### src/rtl/axi_burst_master_if.sv
// Bus bundle for axi_burst_master: client request/data/completion signals plus a
// full AXI4 master port set.
//   master modport : the burst master's view (drives AW/W/AR valids, client readies)
//   slave  modport : the opposite view (client + AXI slave side)
interface axi_burst_master_if #(
  parameter int unsigned ADDR_W = 32,
  parameter int unsigned DATA_W = 32,
  parameter int unsigned ID_W   = 4
);
  localparam int unsigned STRB_W = DATA_W / 8;

  // Client request
  logic              req_valid;
  logic              req_ready;
  logic              req_we;
  logic [ADDR_W-1:0] req_addr;
  logic [7:0]        req_len;
  // Client data
  logic              wd_valid;
  logic              wd_ready;
  logic [DATA_W-1:0] wd_data;
  logic [STRB_W-1:0] wd_strb;
  logic              rd_valid;
  logic [DATA_W-1:0] rd_data;
  logic              rd_last;
  // Client completion
  logic              done;
  logic              err;
  // AXI write address
  logic [ID_W-1:0]   AWID;
  logic [ADDR_W-1:0] AWADDR;
  logic [7:0]        AWLEN;
  logic [2:0]        AWSIZE;
  logic [1:0]        AWBURST;
  logic              AWLOCK;
  logic [3:0]        AWCACHE;
  logic [2:0]        AWPROT;
  logic [3:0]        AWQOS;
  logic              AWVALID;
  logic              AWREADY;
  // AXI write data
  logic [DATA_W-1:0] WDATA;
  logic [STRB_W-1:0] WSTRB;
  logic              WLAST;
  logic              WVALID;
  logic              WREADY;
  // AXI write response
  logic [ID_W-1:0]   BID;
  logic [1:0]        BRESP;
  logic              BVALID;
  logic              BREADY;
  // AXI read address
  logic [ID_W-1:0]   ARID;
  logic [ADDR_W-1:0] ARADDR;
  logic [7:0]        ARLEN;
  logic [2:0]        ARSIZE;
  logic [1:0]        ARBURST;
  logic              ARLOCK;
  logic [3:0]        ARCACHE;
  logic [2:0]        ARPROT;
  logic [3:0]        ARQOS;
  logic              ARVALID;
  logic              ARREADY;
  // AXI read data
  logic [ID_W-1:0]   RID;
  logic [DATA_W-1:0] RDATA;
  logic [1:0]        RRESP;
  logic              RLAST;
  logic              RVALID;
  logic              RREADY;

  modport master (
    input  req_valid, req_we, req_addr, req_len, wd_valid, wd_data, wd_strb,
    output req_ready, wd_ready, rd_valid, rd_data, rd_last, done, err,
    output AWID, AWADDR, AWLEN, AWSIZE, AWBURST, AWLOCK, AWCACHE, AWPROT, AWQOS, AWVALID,
    input  AWREADY,
    output WDATA, WSTRB, WLAST, WVALID,
    input  WREADY,
    input  BID, BRESP, BVALID,
    output BREADY,
    output ARID, ARADDR, ARLEN, ARSIZE, ARBURST, ARLOCK, ARCACHE, ARPROT, ARQOS, ARVALID,
    input  ARREADY,
    input  RID, RDATA, RRESP, RLAST, RVALID,
    output RREADY
  );

  modport slave (
    output req_valid, req_we, req_addr, req_len, wd_valid, wd_data, wd_strb,
    input  req_ready, wd_ready, rd_valid, rd_data, rd_last, done, err,
    input  AWID, AWADDR, AWLEN, AWSIZE, AWBURST, AWLOCK, AWCACHE, AWPROT, AWQOS, AWVALID,
    output AWREADY,
    input  WDATA, WSTRB, WLAST, WVALID,
    output WREADY,
    output BID, BRESP, BVALID,
    input  BREADY,
    input  ARID, ARADDR, ARLEN, ARSIZE, ARBURST, ARLOCK, ARCACHE, ARPROT, ARQOS, ARVALID,
    output ARREADY,
    output RID, RDATA, RRESP, RLAST, RVALID,
    input  RREADY
  );
endinterface

### src/rtl/axi_burst_master.sv
// Single-outstanding AXI4 burst master. A client request (read or write, up to MAX_LEN
// beats) becomes one INCR burst; read beats are forwarded registered to the client, write
// beats pass straight through from the client to W. done pulses once per completed burst,
// err carries the sticky OR of non-OKAY responses for that burst.
//   ACLK   : clock, rising edge
//   ARESET : asynchronous active-high reset
//   bus    : axi_burst_master_if.master (client request/data/completion + AXI4 master)
module axi_burst_master #(
  parameter int unsigned ADDR_W  = 32,
  parameter int unsigned DATA_W  = 32,
  parameter int unsigned ID_W    = 4,
  parameter int unsigned MST_ID  = 0,
  parameter int unsigned MAX_LEN = 16
) (
  input logic                ACLK,
  input logic                ARESET,
  axi_burst_master_if.master bus
);
  localparam int unsigned STRB_W = DATA_W / 8;
  localparam logic [7:0]  LenMax = 8'(MAX_LEN - 1);
  localparam logic [2:0]  AxSize = 3'($clog2(STRB_W));

  typedef enum logic [2:0] {StIdle, StRaddr, StRdata, StWaddr, StWdata, StWresp} state_e;

  state_e            r_state, w_state_d;
  logic [ADDR_W-1:0] r_addr;
  logic [7:0]        r_len, r_cnt;
  logic              r_err, r_done, r_rd_valid, r_rd_last;
  logic [DATA_W-1:0] r_rd_data;

  logic w_req_ready, w_arvalid, w_rready, w_awvalid, w_wvalid, w_wd_ready, w_bready;
  logic w_req_hs, w_ar_hs, w_r_hs, w_aw_hs, w_w_hs, w_b_hs, w_wlast;
  logic w_unused;

  assign w_wlast = (r_cnt == r_len);

  always_comb begin
    w_state_d   = r_state;
    w_req_ready = 1'b0;
    w_arvalid   = 1'b0;
    w_rready    = 1'b0;
    w_awvalid   = 1'b0;
    w_wvalid    = 1'b0;
    w_wd_ready  = 1'b0;
    w_bready    = 1'b0;
    unique case (r_state)
      StIdle: begin
        w_req_ready = 1'b1;
        if (bus.req_valid) w_state_d = bus.req_we ? StWaddr : StRaddr;
      end
      StRaddr: begin
        w_arvalid = 1'b1;
        if (bus.ARREADY) w_state_d = StRdata;
      end
      StRdata: begin
        w_rready = 1'b1;
        // Exit only on RLAST, however many beats the slave actually returns.
        if (bus.RVALID && bus.RLAST) w_state_d = StIdle;
      end
      StWaddr: begin
        w_awvalid = 1'b1;
        if (bus.AWREADY) w_state_d = StWdata;
      end
      StWdata: begin
        w_wvalid   = bus.wd_valid;
        w_wd_ready = bus.WREADY;
        if (bus.wd_valid && bus.WREADY && w_wlast) w_state_d = StWresp;
      end
      StWresp: begin
        w_bready = 1'b1;
        if (bus.BVALID) w_state_d = StIdle;
      end
      default: w_state_d = StIdle;
    endcase
  end

  // Handshakes use the ungated strobes; under reset the registers are held anyway.
  assign w_req_hs = w_req_ready & bus.req_valid;
  assign w_ar_hs  = w_arvalid & bus.ARREADY;
  assign w_r_hs   = w_rready & bus.RVALID;
  assign w_aw_hs  = w_awvalid & bus.AWREADY;
  assign w_w_hs   = w_wvalid & bus.WREADY;
  assign w_b_hs   = w_bready & bus.BVALID;

  always_ff @(posedge ACLK or posedge ARESET) begin
    if (ARESET) r_state <= StIdle;
    else        r_state <= w_state_d;
  end

  always_ff @(posedge ACLK or posedge ARESET) begin
    if (ARESET) begin
      r_addr     <= '0;
      r_len      <= '0;
      r_cnt      <= '0;
      r_err      <= 1'b0;
      r_done     <= 1'b0;
      r_rd_valid <= 1'b0;
      r_rd_last  <= 1'b0;
      r_rd_data  <= '0;
    end else begin
      r_rd_valid <= w_r_hs;
      r_rd_last  <= w_r_hs & bus.RLAST;
      // Read completion lines up with the final rd_valid; write completion follows B.
      r_done     <= (w_r_hs & bus.RLAST) | w_b_hs;
      if (w_r_hs) r_rd_data <= bus.RDATA;
      if (w_req_hs) begin
        r_addr <= bus.req_addr;
        r_len  <= (bus.req_len > LenMax) ? LenMax : bus.req_len;
        r_err  <= 1'b0;
      end else if (w_r_hs) begin
        r_err <= r_err | (bus.RRESP != 2'b00);
      end else if (w_b_hs) begin
        r_err <= r_err | (bus.BRESP != 2'b00);
      end
      if (w_aw_hs)     r_cnt <= '0;
      else if (w_w_hs) r_cnt <= r_cnt + 8'd1;
    end
  end

  // Strobes are also gated by ARESET so they fall the instant reset rises.
  assign bus.req_ready = w_req_ready & ~ARESET;
  assign bus.ARVALID   = w_arvalid & ~ARESET;
  assign bus.RREADY    = w_rready & ~ARESET;
  assign bus.AWVALID   = w_awvalid & ~ARESET;
  assign bus.WVALID    = w_wvalid & ~ARESET;
  assign bus.wd_ready  = w_wd_ready & ~ARESET;
  assign bus.BREADY    = w_bready & ~ARESET;

  assign bus.ARID    = ID_W'(MST_ID);
  assign bus.ARADDR  = r_addr;
  assign bus.ARLEN   = r_len;
  assign bus.ARSIZE  = AxSize;
  assign bus.ARBURST = 2'b01;
  assign bus.ARLOCK  = 1'b0;
  assign bus.ARCACHE = 4'b0000;
  assign bus.ARPROT  = 3'b000;
  assign bus.ARQOS   = 4'b0000;

  assign bus.AWID    = ID_W'(MST_ID);
  assign bus.AWADDR  = r_addr;
  assign bus.AWLEN   = r_len;
  assign bus.AWSIZE  = AxSize;
  assign bus.AWBURST = 2'b01;
  assign bus.AWLOCK  = 1'b0;
  assign bus.AWCACHE = 4'b0000;
  assign bus.AWPROT  = 3'b000;
  assign bus.AWQOS   = 4'b0000;

  assign bus.WDATA = bus.wd_data;
  assign bus.WSTRB = bus.wd_strb;
  assign bus.WLAST = w_wlast;

  assign bus.rd_valid = r_rd_valid;
  assign bus.rd_data  = r_rd_data;
  assign bus.rd_last  = r_rd_last;
  assign bus.done     = r_done;
  assign bus.err      = r_err;

  // Response IDs are not needed with a single fixed ID and one burst in flight.
  assign w_unused = ^{bus.BID, bus.RID};
endmodule

### src/flat_wrapper.sv
// flat-port wrapper written by rule: the top's interface ports become plain ports
module axi_burst_master_flat 
#(
  parameter int unsigned ADDR_W  = 32,
  parameter int unsigned DATA_W  = 32,
  parameter int unsigned ID_W    = 4,
  parameter int unsigned MST_ID  = 0,
  parameter int unsigned MAX_LEN = 16
)
  (ACLK, ARESET, bus_req_valid, bus_req_we, bus_req_addr, bus_req_len, bus_wd_valid, bus_wd_data, bus_wd_strb, bus_req_ready, bus_wd_ready, bus_rd_valid, bus_rd_data, bus_rd_last, bus_done, bus_err, bus_AWID, bus_AWADDR, bus_AWLEN, bus_AWSIZE, bus_AWBURST, bus_AWLOCK, bus_AWCACHE, bus_AWPROT, bus_AWQOS, bus_AWVALID, bus_AWREADY, bus_WDATA, bus_WSTRB, bus_WLAST, bus_WVALID, bus_WREADY, bus_BID, bus_BRESP, bus_BVALID, bus_BREADY, bus_ARID, bus_ARADDR, bus_ARLEN, bus_ARSIZE, bus_ARBURST, bus_ARLOCK, bus_ARCACHE, bus_ARPROT, bus_ARQOS, bus_ARVALID, bus_ARREADY, bus_RID, bus_RDATA, bus_RRESP, bus_RLAST, bus_RVALID, bus_RREADY);
  axi_burst_master_if #(.ADDR_W(ADDR_W), .DATA_W(DATA_W), .ID_W(ID_W)) bus_i ();
  input logic ACLK;
  input logic ARESET;
  input wire logic [$bits(bus_i.req_valid)-1:0] bus_req_valid;
  input wire logic [$bits(bus_i.req_we)-1:0] bus_req_we;
  input wire logic [$bits(bus_i.req_addr)-1:0] bus_req_addr;
  input wire logic [$bits(bus_i.req_len)-1:0] bus_req_len;
  input wire logic [$bits(bus_i.wd_valid)-1:0] bus_wd_valid;
  input wire logic [$bits(bus_i.wd_data)-1:0] bus_wd_data;
  input wire logic [$bits(bus_i.wd_strb)-1:0] bus_wd_strb;
  output wire logic [$bits(bus_i.req_ready)-1:0] bus_req_ready;
  output wire logic [$bits(bus_i.wd_ready)-1:0] bus_wd_ready;
  output wire logic [$bits(bus_i.rd_valid)-1:0] bus_rd_valid;
  output wire logic [$bits(bus_i.rd_data)-1:0] bus_rd_data;
  output wire logic [$bits(bus_i.rd_last)-1:0] bus_rd_last;
  output wire logic [$bits(bus_i.done)-1:0] bus_done;
  output wire logic [$bits(bus_i.err)-1:0] bus_err;
  output wire logic [$bits(bus_i.AWID)-1:0] bus_AWID;
  output wire logic [$bits(bus_i.AWADDR)-1:0] bus_AWADDR;
  output wire logic [$bits(bus_i.AWLEN)-1:0] bus_AWLEN;
  output wire logic [$bits(bus_i.AWSIZE)-1:0] bus_AWSIZE;
  output wire logic [$bits(bus_i.AWBURST)-1:0] bus_AWBURST;
  output wire logic [$bits(bus_i.AWLOCK)-1:0] bus_AWLOCK;
  output wire logic [$bits(bus_i.AWCACHE)-1:0] bus_AWCACHE;
  output wire logic [$bits(bus_i.AWPROT)-1:0] bus_AWPROT;
  output wire logic [$bits(bus_i.AWQOS)-1:0] bus_AWQOS;
  output wire logic [$bits(bus_i.AWVALID)-1:0] bus_AWVALID;
  input wire logic [$bits(bus_i.AWREADY)-1:0] bus_AWREADY;
  output wire logic [$bits(bus_i.WDATA)-1:0] bus_WDATA;
  output wire logic [$bits(bus_i.WSTRB)-1:0] bus_WSTRB;
  output wire logic [$bits(bus_i.WLAST)-1:0] bus_WLAST;
  output wire logic [$bits(bus_i.WVALID)-1:0] bus_WVALID;
  input wire logic [$bits(bus_i.WREADY)-1:0] bus_WREADY;
  input wire logic [$bits(bus_i.BID)-1:0] bus_BID;
  input wire logic [$bits(bus_i.BRESP)-1:0] bus_BRESP;
  input wire logic [$bits(bus_i.BVALID)-1:0] bus_BVALID;
  output wire logic [$bits(bus_i.BREADY)-1:0] bus_BREADY;
  output wire logic [$bits(bus_i.ARID)-1:0] bus_ARID;
  output wire logic [$bits(bus_i.ARADDR)-1:0] bus_ARADDR;
  output wire logic [$bits(bus_i.ARLEN)-1:0] bus_ARLEN;
  output wire logic [$bits(bus_i.ARSIZE)-1:0] bus_ARSIZE;
  output wire logic [$bits(bus_i.ARBURST)-1:0] bus_ARBURST;
  output wire logic [$bits(bus_i.ARLOCK)-1:0] bus_ARLOCK;
  output wire logic [$bits(bus_i.ARCACHE)-1:0] bus_ARCACHE;
  output wire logic [$bits(bus_i.ARPROT)-1:0] bus_ARPROT;
  output wire logic [$bits(bus_i.ARQOS)-1:0] bus_ARQOS;
  output wire logic [$bits(bus_i.ARVALID)-1:0] bus_ARVALID;
  input wire logic [$bits(bus_i.ARREADY)-1:0] bus_ARREADY;
  input wire logic [$bits(bus_i.RID)-1:0] bus_RID;
  input wire logic [$bits(bus_i.RDATA)-1:0] bus_RDATA;
  input wire logic [$bits(bus_i.RRESP)-1:0] bus_RRESP;
  input wire logic [$bits(bus_i.RLAST)-1:0] bus_RLAST;
  input wire logic [$bits(bus_i.RVALID)-1:0] bus_RVALID;
  output wire logic [$bits(bus_i.RREADY)-1:0] bus_RREADY;
  assign bus_i.req_valid = bus_req_valid;
  assign bus_i.req_we = bus_req_we;
  assign bus_i.req_addr = bus_req_addr;
  assign bus_i.req_len = bus_req_len;
  assign bus_i.wd_valid = bus_wd_valid;
  assign bus_i.wd_data = bus_wd_data;
  assign bus_i.wd_strb = bus_wd_strb;
  assign bus_req_ready = bus_i.req_ready;
  assign bus_wd_ready = bus_i.wd_ready;
  assign bus_rd_valid = bus_i.rd_valid;
  assign bus_rd_data = bus_i.rd_data;
  assign bus_rd_last = bus_i.rd_last;
  assign bus_done = bus_i.done;
  assign bus_err = bus_i.err;
  assign bus_AWID = bus_i.AWID;
  assign bus_AWADDR = bus_i.AWADDR;
  assign bus_AWLEN = bus_i.AWLEN;
  assign bus_AWSIZE = bus_i.AWSIZE;
  assign bus_AWBURST = bus_i.AWBURST;
  assign bus_AWLOCK = bus_i.AWLOCK;
  assign bus_AWCACHE = bus_i.AWCACHE;
  assign bus_AWPROT = bus_i.AWPROT;
  assign bus_AWQOS = bus_i.AWQOS;
  assign bus_AWVALID = bus_i.AWVALID;
  assign bus_i.AWREADY = bus_AWREADY;
  assign bus_WDATA = bus_i.WDATA;
  assign bus_WSTRB = bus_i.WSTRB;
  assign bus_WLAST = bus_i.WLAST;
  assign bus_WVALID = bus_i.WVALID;
  assign bus_i.WREADY = bus_WREADY;
  assign bus_i.BID = bus_BID;
  assign bus_i.BRESP = bus_BRESP;
  assign bus_i.BVALID = bus_BVALID;
  assign bus_BREADY = bus_i.BREADY;
  assign bus_ARID = bus_i.ARID;
  assign bus_ARADDR = bus_i.ARADDR;
  assign bus_ARLEN = bus_i.ARLEN;
  assign bus_ARSIZE = bus_i.ARSIZE;
  assign bus_ARBURST = bus_i.ARBURST;
  assign bus_ARLOCK = bus_i.ARLOCK;
  assign bus_ARCACHE = bus_i.ARCACHE;
  assign bus_ARPROT = bus_i.ARPROT;
  assign bus_ARQOS = bus_i.ARQOS;
  assign bus_ARVALID = bus_i.ARVALID;
  assign bus_i.ARREADY = bus_ARREADY;
  assign bus_i.RID = bus_RID;
  assign bus_i.RDATA = bus_RDATA;
  assign bus_i.RRESP = bus_RRESP;
  assign bus_i.RLAST = bus_RLAST;
  assign bus_i.RVALID = bus_RVALID;
  assign bus_RREADY = bus_i.RREADY;
  axi_burst_master #(.ADDR_W(ADDR_W), .DATA_W(DATA_W), .ID_W(ID_W), .MST_ID(MST_ID), .MAX_LEN(MAX_LEN)) u_core (.ACLK(ACLK), .ARESET(ARESET), .bus(bus_i));
endmodule
### config.mk
export PLATFORM = sky130hd
export DESIGN_NAME = axi_burst_master_flat
export DESIGN_NICKNAME = d
export VERILOG_FILES = /design/src/rtl/axi_burst_master_if.sv /design/src/rtl/axi_burst_master.sv /design/src/flat_wrapper.sv
export SDC_FILE = /design/constraint.sdc
export NUM_CORES = 1
export LEC_CHECK = 0
export CORE_AREA = 2 2 131 133
export DETAILED_ROUTE_END_ITERATION = 8
export DIE_AREA = 0 0 133 135
export PLACE_DENSITY = 0.71
export SYNTH_ARGS = -nofsm -noshare
export SYNTH_HDL_FRONTEND = slang
export SYNTH_SLANG_ARGS = --single-unit
export TNS_END_PERCENT = 1
### constraint.sdc
create_clock -name ACLK -period 3.1 [get_ports ACLK]
set_clock_uncertainty 0.1 [all_clocks]
set_input_delay 0.465 -clock ACLK [delete_from_list [all_inputs] [get_ports ACLK]]
set_output_delay 0.465 -clock ACLK [all_outputs]
set_load 0.02 [all_outputs]
==> flow_metrics.env, run 1 <==
export IMPL_path_class="register to output port"
export IMPL_switching_power_mw=2.47
export IMPL_num_rows=47
export IMPL_r2r_end="u_core.bus.ARLEN[2]"
export IMPL_cp_top_family="buffers and inverters"
export IMPL_grt_ovfl_total=0
export IMPL_synth_cells=382
export IMPL_maxCapViolations=0
export IMPL_die_y_um=135
export IMPL_areaGrowthSynthToFinish_pct=42.8
export IMPL_clock_latency_ps=340
export IMPL_period_share_pct=83.9
export IMPL_numCtsBuffers=9
export IMPL_detail_route_antenna_nets=0
export IMPL_stdcell_area_um2=6410
export IMPL_ios=333
export IMPL_p_clk_share_pct=17.2
export IMPL_dp_hpwl_um=7820
export IMPL_mostFrequentLayoutCells="clkdlybuf4s50_1, dfrtp_1, mux2_2, conb_1, nor2_1"
export IMPL_dp_slack_ps=562
export IMPL_io_buffers=210
export IMPL_antenna_cells=0
export IMPL_cp_max_fo=17
export IMPL_drc=0
export IMPL_hold_viol_final=0
export IMPL_fmax_mhz=384
export IMPL_leakage_nw=2.64
export IMPL_post_cts_buffers=0
export IMPL_hold_class="register to register"
export IMPL_drt_iter0_drc=82
export IMPL_mostFrequentLayoutCell="clkdlybuf4s50_1"
export IMPL_ctsResizeCount=0
export IMPL_ys_ff_latch=87
export IMPL_seqPwrFrac_pct=30.7
export IMPL_grt_pass1_wl_um=15600
export IMPL_arrival_ps=2040
export IMPL_root_buffer="clkbuf_16"
export IMPL_via_per_inst=4.12
export IMPL_path_buf_inv=1
export IMPL_reg2reg_depth=4
export IMPL_peakVddDrop_uv=516
export IMPL_layout_min_cycle_time_ps=2600
export IMPL_seq_area_frac_synth_pct=48.5
export IMPL_crit_path_cell_trace="nor4bb_1 -> clkdlybuf4s50_1"
export IMPL_die_width_um=133
export IMPL_cts_sinks=87
export IMPL_worst_pin_slew_ps=883
export IMPL_slew_headroom_pct=41.1
export IMPL_hold_buffers=0
export IMPL_clockBufferDepth=2
export IMPL_crit_required_ps=2530
export IMPL_synth_avg_cell_area_um2=11.8
export IMPL_dp_cells=723
export IMPL_r2r_start="u_core.r_state[0]"
export IMPL_maxSlewViolCount=0
export IMPL_drt_first_pass_iters=4
export IMPL_core_um2=16400
export IMPL_ys_types=36
export IMPL_fin_tns_setup_ps=0
export IMPL_ys_warn_count=0
export IMPL_dpl_cell_area_um2=6100
export IMPL_switching_share_pct=37.8
export IMPL_routed_wl_um=10200
export IMPL_p_comb_share_pct=52.1
export IMPL_grt_usage_pct=11.1
export IMPL_r2r_slack_ps=710
export IMPL_synth_area_um2=4490
export IMPL_antenna_found_initial=0
export IMPL_first_global_vias=3088
export IMPL_min_to="u_core.bus.rd_data[29]"
export IMPL_drive_gt1_share_pct=16.8
export IMPL_crit_path_end_kind="output port"
export IMPL_setup_ws_ps=498
export IMPL_rsz0062_at_grt="no"
export IMPL_multiInputGateArea_um2=1500
export IMPL_whs_ps=394
export IMPL_htree_levels=3
export IMPL_final_instance_count_excl_fill=739
export IMPL_slowest_delay_ps=660
export IMPL_hp_start="u_core.bus.rd_data[29]"
export IMPL_min_path_cells=1
export IMPL_power_internal_mw=4.06
export IMPL_path_clk_slew_ps=70
export IMPL_cts_tree="done"
export IMPL_finalNetCount=646
export IMPL_start_kind="register"
export IMPL_nFillCells=1547
export IMPL_power_density_nw_per_um2=1020
export IMPL_initial_core_util_pct=27.4
export IMPL_worst_path_max_delay_cell="clkdlybuf4s50_1"
export IMPL_wl_per_cell_um=13.8
export IMPL_routabilityCongestion=0.746
export IMPL_grt_start_max_net_pins=45
export IMPL_num_vias=3046
export IMPL_register_area_um2=2180
export IMPL_die_area_um2=18000
export IMPL_status="finished, final reports clean"
export IMPL_final_setup_viol_count=0
final cells by class:
cell class	count	share of cell area, %
Tap cell	220	4.29
Inverter	2	0.137
Sequential cell	87	33.9
Timing Repair Buffer	214	33.4
Clock inverter	7	1.38
Multi-Input combinational cell	200	23.3
Clock buffer	9	3.51
power by group through the flow:
stage | clock (mW) | sequential (mW) | combinational, mW
3_3_place_gp | 0 | 2.00 | 3.40
4_1_cts | 1.17 | 2.02 | 3.45
3_5_place_dp | 0 | 2.04 | 3.44
6_report | 1.13 | 2.01 | 3.41
5_1_grt | 1.23 | 2.08 | 3.60
2_1_floorplan | 0 | 2.48 | 1.69
stage by stage:
step	power, mW	utilization, %
detailed placement	5.48	37.2
CTS	6.64	39.1
floorplan	4.17	-
global placement	5.41	37.2
global route	6.90	39.1
finish	6.54	39.1
worst max path at each step:
| stage | startpoint | slack (ps) | depth (start not counted) | end |
|---|---|---|---|---|
| 6_report | u_core.r_state[0] | 500 | 2 | bus_AWVALID |
| 5_1_grt | u_core.r_state[0] | 390 | 2 | bus_AWVALID |
| 4_1_cts | u_core.r_state[1] | 490 | 3 | bus_RREADY |
| 3_5_place_dp | ARESET | 560 | 4 | bus_wd_ready |
| 3_3_place_gp | ARESET | 610 | 4 | bus_WVALID |
| 2_1_floorplan | ARESET | 280 | 1 | u_core.bus.ARADDR[0] |
worst reg2reg max path: cells and delay by family, from the launching register on:
kind | cells | cell delay, ps
AOI/OAI and AO/OA | 1 | 250
DFF | 1 | 560
and+or+nand+nor | 3 | 1360
kinds of logic (layout without fill, tap and decap cells):
| group | Yosys count | count (layout) | synth area share (%) |
|---|---|---|---|
| AO/OA/AOI/OAI | 18 | 18 | 2.67 |
| XOR/XNOR | 13 | 13 | 2.53 |
| AND/OR/NAND/NOR | 61 | 61 | 7.66 |
| buffers and inverters | 135 | 232 | 22.0 |
| other | 2 | 42 | 0.167 |
| adder cells (fa/ha/maj) | 1 | 1 | 0.278 |
| flip-flops | 87 | 87 | 48.5 |
| multiplexers | 65 | 65 | 16.3 |
flip-flops by register name, summed over array words and instances, names as in the netlist:
signal,count
u_core.bus.ARADDR,32
u_core.bus.ARLEN,8
u_core.bus.done,1
u_core.bus.err,1
u_core.bus.rd_data,32
u_core.bus.rd_last,1
u_core.bus.rd_valid,1
u_core.r_cnt,8
u_core.r_state,3
per-layer routing:
metal / vias to the layer above / share of wire (%) / track usage (%)
li1: 1391 / - / -
met1: 1463 / 37 / 11.8
met2: 172 / 51 / 18.5
met4: 0 / 1.8 / 4.60
met5: - / 0 / 0
met3: 20 / 11 / 5.89
cells in the mapped netlist:
cell type | number | area, um^2
ha_1 | 1 | 12.5
buf_2 | 6 | 30.0
nand3_2 | 1 | 10.0
o41a_1 | 1 | 11.3
buf_4 | 126 | 946
o21bai_1 | 2 | 15.0
o21ai_0 | 4 | 20.0
nor4_1 | 3 | 18.8
and3_1 | 4 | 25.0
nor3_2 | 1 | 10.0
nand3_1 | 2 | 10.0
nand4b_1 | 1 | 8.76
and2_1 | 3 | 18.8
nor3b_1 | 1 | 7.51
nor3_1 | 4 | 20.0
nand4_1 | 5 | 31.3
a21oi_1 | 6 | 30.0
and4_1 | 1 | 8.76
xor2_1 | 5 | 43.8
and4bb_1 | 1 | 12.5
mux2_2 | 61 | 687
nand2b_1 | 1 | 6.26
mux2i_1 | 1 | 10.0
nor2_1 | 13 | 48.8
mux2_1 | 3 | 33.8
nand2_1 | 10 | 37.5
inv_1 | 2 | 7.51
or3_1 | 3 | 18.8
dfrtp_1 | 87 | 2180
a31o_2 | 1 | 8.76
o22a_1 | 4 | 35.0
nor2b_1 | 5 | 31.3
nor4bb_1 | 2 | 20.0
xnor2_1 | 8 | 70.1
clkbuf_1 | 1 | 3.75
conb_1 | 2 | 7.51
Power figures use the tool's default switching activity.
==> run 2: changes to the inputs <==
Clock period 3.1 ns to 2.4 ns, I/O delays scaled along.
==> flow_metrics.env, run 2 (same netlist as run 1, synthesis figures left out) <==
export IMPL_status="finished, final reports clean"
export IMPL_num_rows=47
export IMPL_detail_route_antenna_nets=0
export IMPL_worst_path_max_delay_cell="clkdlybuf4s50_1"
export IMPL_dp_cells=725
export IMPL_core_um2=16400
export IMPL_period_share_pct=97.2
export IMPL_dp_slack_ps=68.7
export IMPL_final_core_util_pct=39.4
export IMPL_switching_power_mw=3.18
export IMPL_fin_tns_setup_ps=0
export IMPL_clockBufferDepth=2
export IMPL_die_width_um=133
export IMPL_p_comb_share_pct=52.7
export IMPL_htree_levels=3
export IMPL_maxSlewViolCount=0
export IMPL_finalNetCount=648
export IMPL_min_to="u_core.bus.rd_data[28]"
export IMPL_dp_hpwl_um=8750
export IMPL_crit_path_cell_trace="clkdlybuf4s50_1 -> nor2b_1 -> and3_1 -> clkdlybuf4s50_1"
export IMPL_switching_share_pct=37.5
export IMPL_worst_pin_slew_ps=620
export IMPL_cp_max_fo=6
export IMPL_grt_usage_pct=12.2
export IMPL_power_internal_mw=5.31
export IMPL_final_setup_viol_count=0
export IMPL_cp_top_family="buffers and inverters"
export IMPL_maxCapViolations=0
export IMPL_drt_iter0_drc=75
export IMPL_antenna_cells=0
export IMPL_areaGrowthSynthToFinish_pct=43.7
export IMPL_clock_latency_ps=340
export IMPL_root_buffer="clkbuf_16"
export IMPL_finalPower_mw=8.48
export IMPL_ios=333
export IMPL_peakVddDrop_uv=628
export IMPL_hold_class="register to register"
export IMPL_grt_pass1_wl_um=17000
export IMPL_grt_ovfl_total=0
export IMPL_crit_path_end_kind="output port"
export IMPL_die_y_um=135
export IMPL_cts_sinks=87
export IMPL_mostFrequentLayoutCells="clkdlybuf4s50_1, dfrtp_1, mux2_2, conb_1, nor2_1"
export IMPL_reg2reg_depth=4
export IMPL_wl_per_cell_um=15.1
export IMPL_post_cts_buffers=0
export IMPL_first_global_vias=3148
export IMPL_stdcell_area_um2=6460
export IMPL_power_density_nw_per_um2=1310
export IMPL_dpl_cell_area_um2=6140
export IMPL_hold_viol_final=0
export IMPL_worst_path_stages=4
export IMPL_drc=0
export IMPL_r2r_start="u_core.r_state[0]"
export IMPL_whs_ps=403
export IMPL_antenna_found_initial=0
export IMPL_initial_core_util_pct=27.4
export IMPL_grt_start_max_net_pins=88
export IMPL_mostFrequentLayoutCell="clkdlybuf4s50_1"
export IMPL_hp_start="u_core.bus.rd_data[28]"
export IMPL_cpMostUsedCell="clkdlybuf4s50_1"
export IMPL_routabilityCongestion=0.756
export IMPL_numCtsBuffers=9
export IMPL_cts_tree="done"
export IMPL_arrival_ps=1870
export IMPL_layout_min_cycle_time_ps=2330
export IMPL_fmax_mhz=429
export IMPL_slowest_delay_ps=600
export IMPL_leakage_nw=2.69
export IMPL_drt_first_pass_iters=4
export IMPL_start_kind="input pin"
export IMPL_seqPwrFrac_pct=30.4
export IMPL_setup_ws_ps=67.5
export IMPL_crit_required_ps=1940
export IMPL_r2r_slack_ps=480
export IMPL_path_clk_slew_ps=60
export IMPL_p_clk_share_pct=16.8
export IMPL_num_vias=3103
export IMPL_routed_wl_um=11200
export IMPL_path_class="input pin to output port"
export IMPL_die_area_um2=18000
export IMPL_io_buffers=210
export IMPL_path_buf_inv=2
export IMPL_slew_headroom_pct=58.3
export IMPL_min_path_cells=1
export IMPL_r2r_end="u_core.bus.ARADDR[9]"
export IMPL_final_instance_count_excl_fill=741
export IMPL_via_per_inst=4.19
export IMPL_drive_gt1_share_pct=17.5
## run 2: changes by cell type in the layout (fill, tap and decap cells not counted), moves of 2 or more
| cell | delta |
|---|---|
| dfrtp_2 | +2 |
| buf_12 | +2 |
| dfrtp_1 | -2 |
| inv_6 | -2 |
| clkdlybuf4s50_1 | -2 |
| dlymetal6s2s_1 | +2 |
## run 2: area by class of cell
cell class / instances / area [um^2]
inverter: 2 / 11.3
multi-input combinational: 200 / 1500
timing repair buffer: 216 / 2190
tap: 220 / 275
clock inverter: 6 / 68.8
sequential: 87 / 2180
clock buffer: 10 / 239
fill: 1535 / 9950
## run 2: timing repair
action,CTS,global route
endpoints found under the setup margin,6,2
gates resized for setup,2,2
hold buffers,0,0
## run 2: worst register-to-register path, stage by stage (launching register included)
cell and delay, ps:
dfrtp_2 520, nor3_1 310, and2_2 240, buf_12 220, mux2_2 420
## run 2: how the worst max path moves through the flow
stage,startpoint,to
after floorplan,u_core.r_state[2],bus_AWVALID
after global placement,ARESET,bus_wd_ready
after detailed placement,ARESET,bus_BREADY
after CTS,u_core.r_cnt[6],bus_WLAST
after global routing,u_core.r_state[2],bus_BREADY
final,ARESET,bus_BREADY
## run 2: power groups by stage
stage	Clock (mW)	Combinational (mW)	Sequential [mW]
6_report	1.43	4.47	2.58
4_1_cts	1.50	4.53	2.60
2_1_floorplan	0	2.19	3.20
5_1_grt	1.56	4.71	2.69
3_3_place_gp	0	4.46	2.58
3_5_place_dp	0	4.52	2.62
## run 2: layer usage
layer | wire (um) | GRT usage (%)
met1 | 4020 | 12.7
met2 | 5740 | 22.0
met3 | 1180 | 4.77
met4 | 227 | 5.32
met5 | 0 | 0
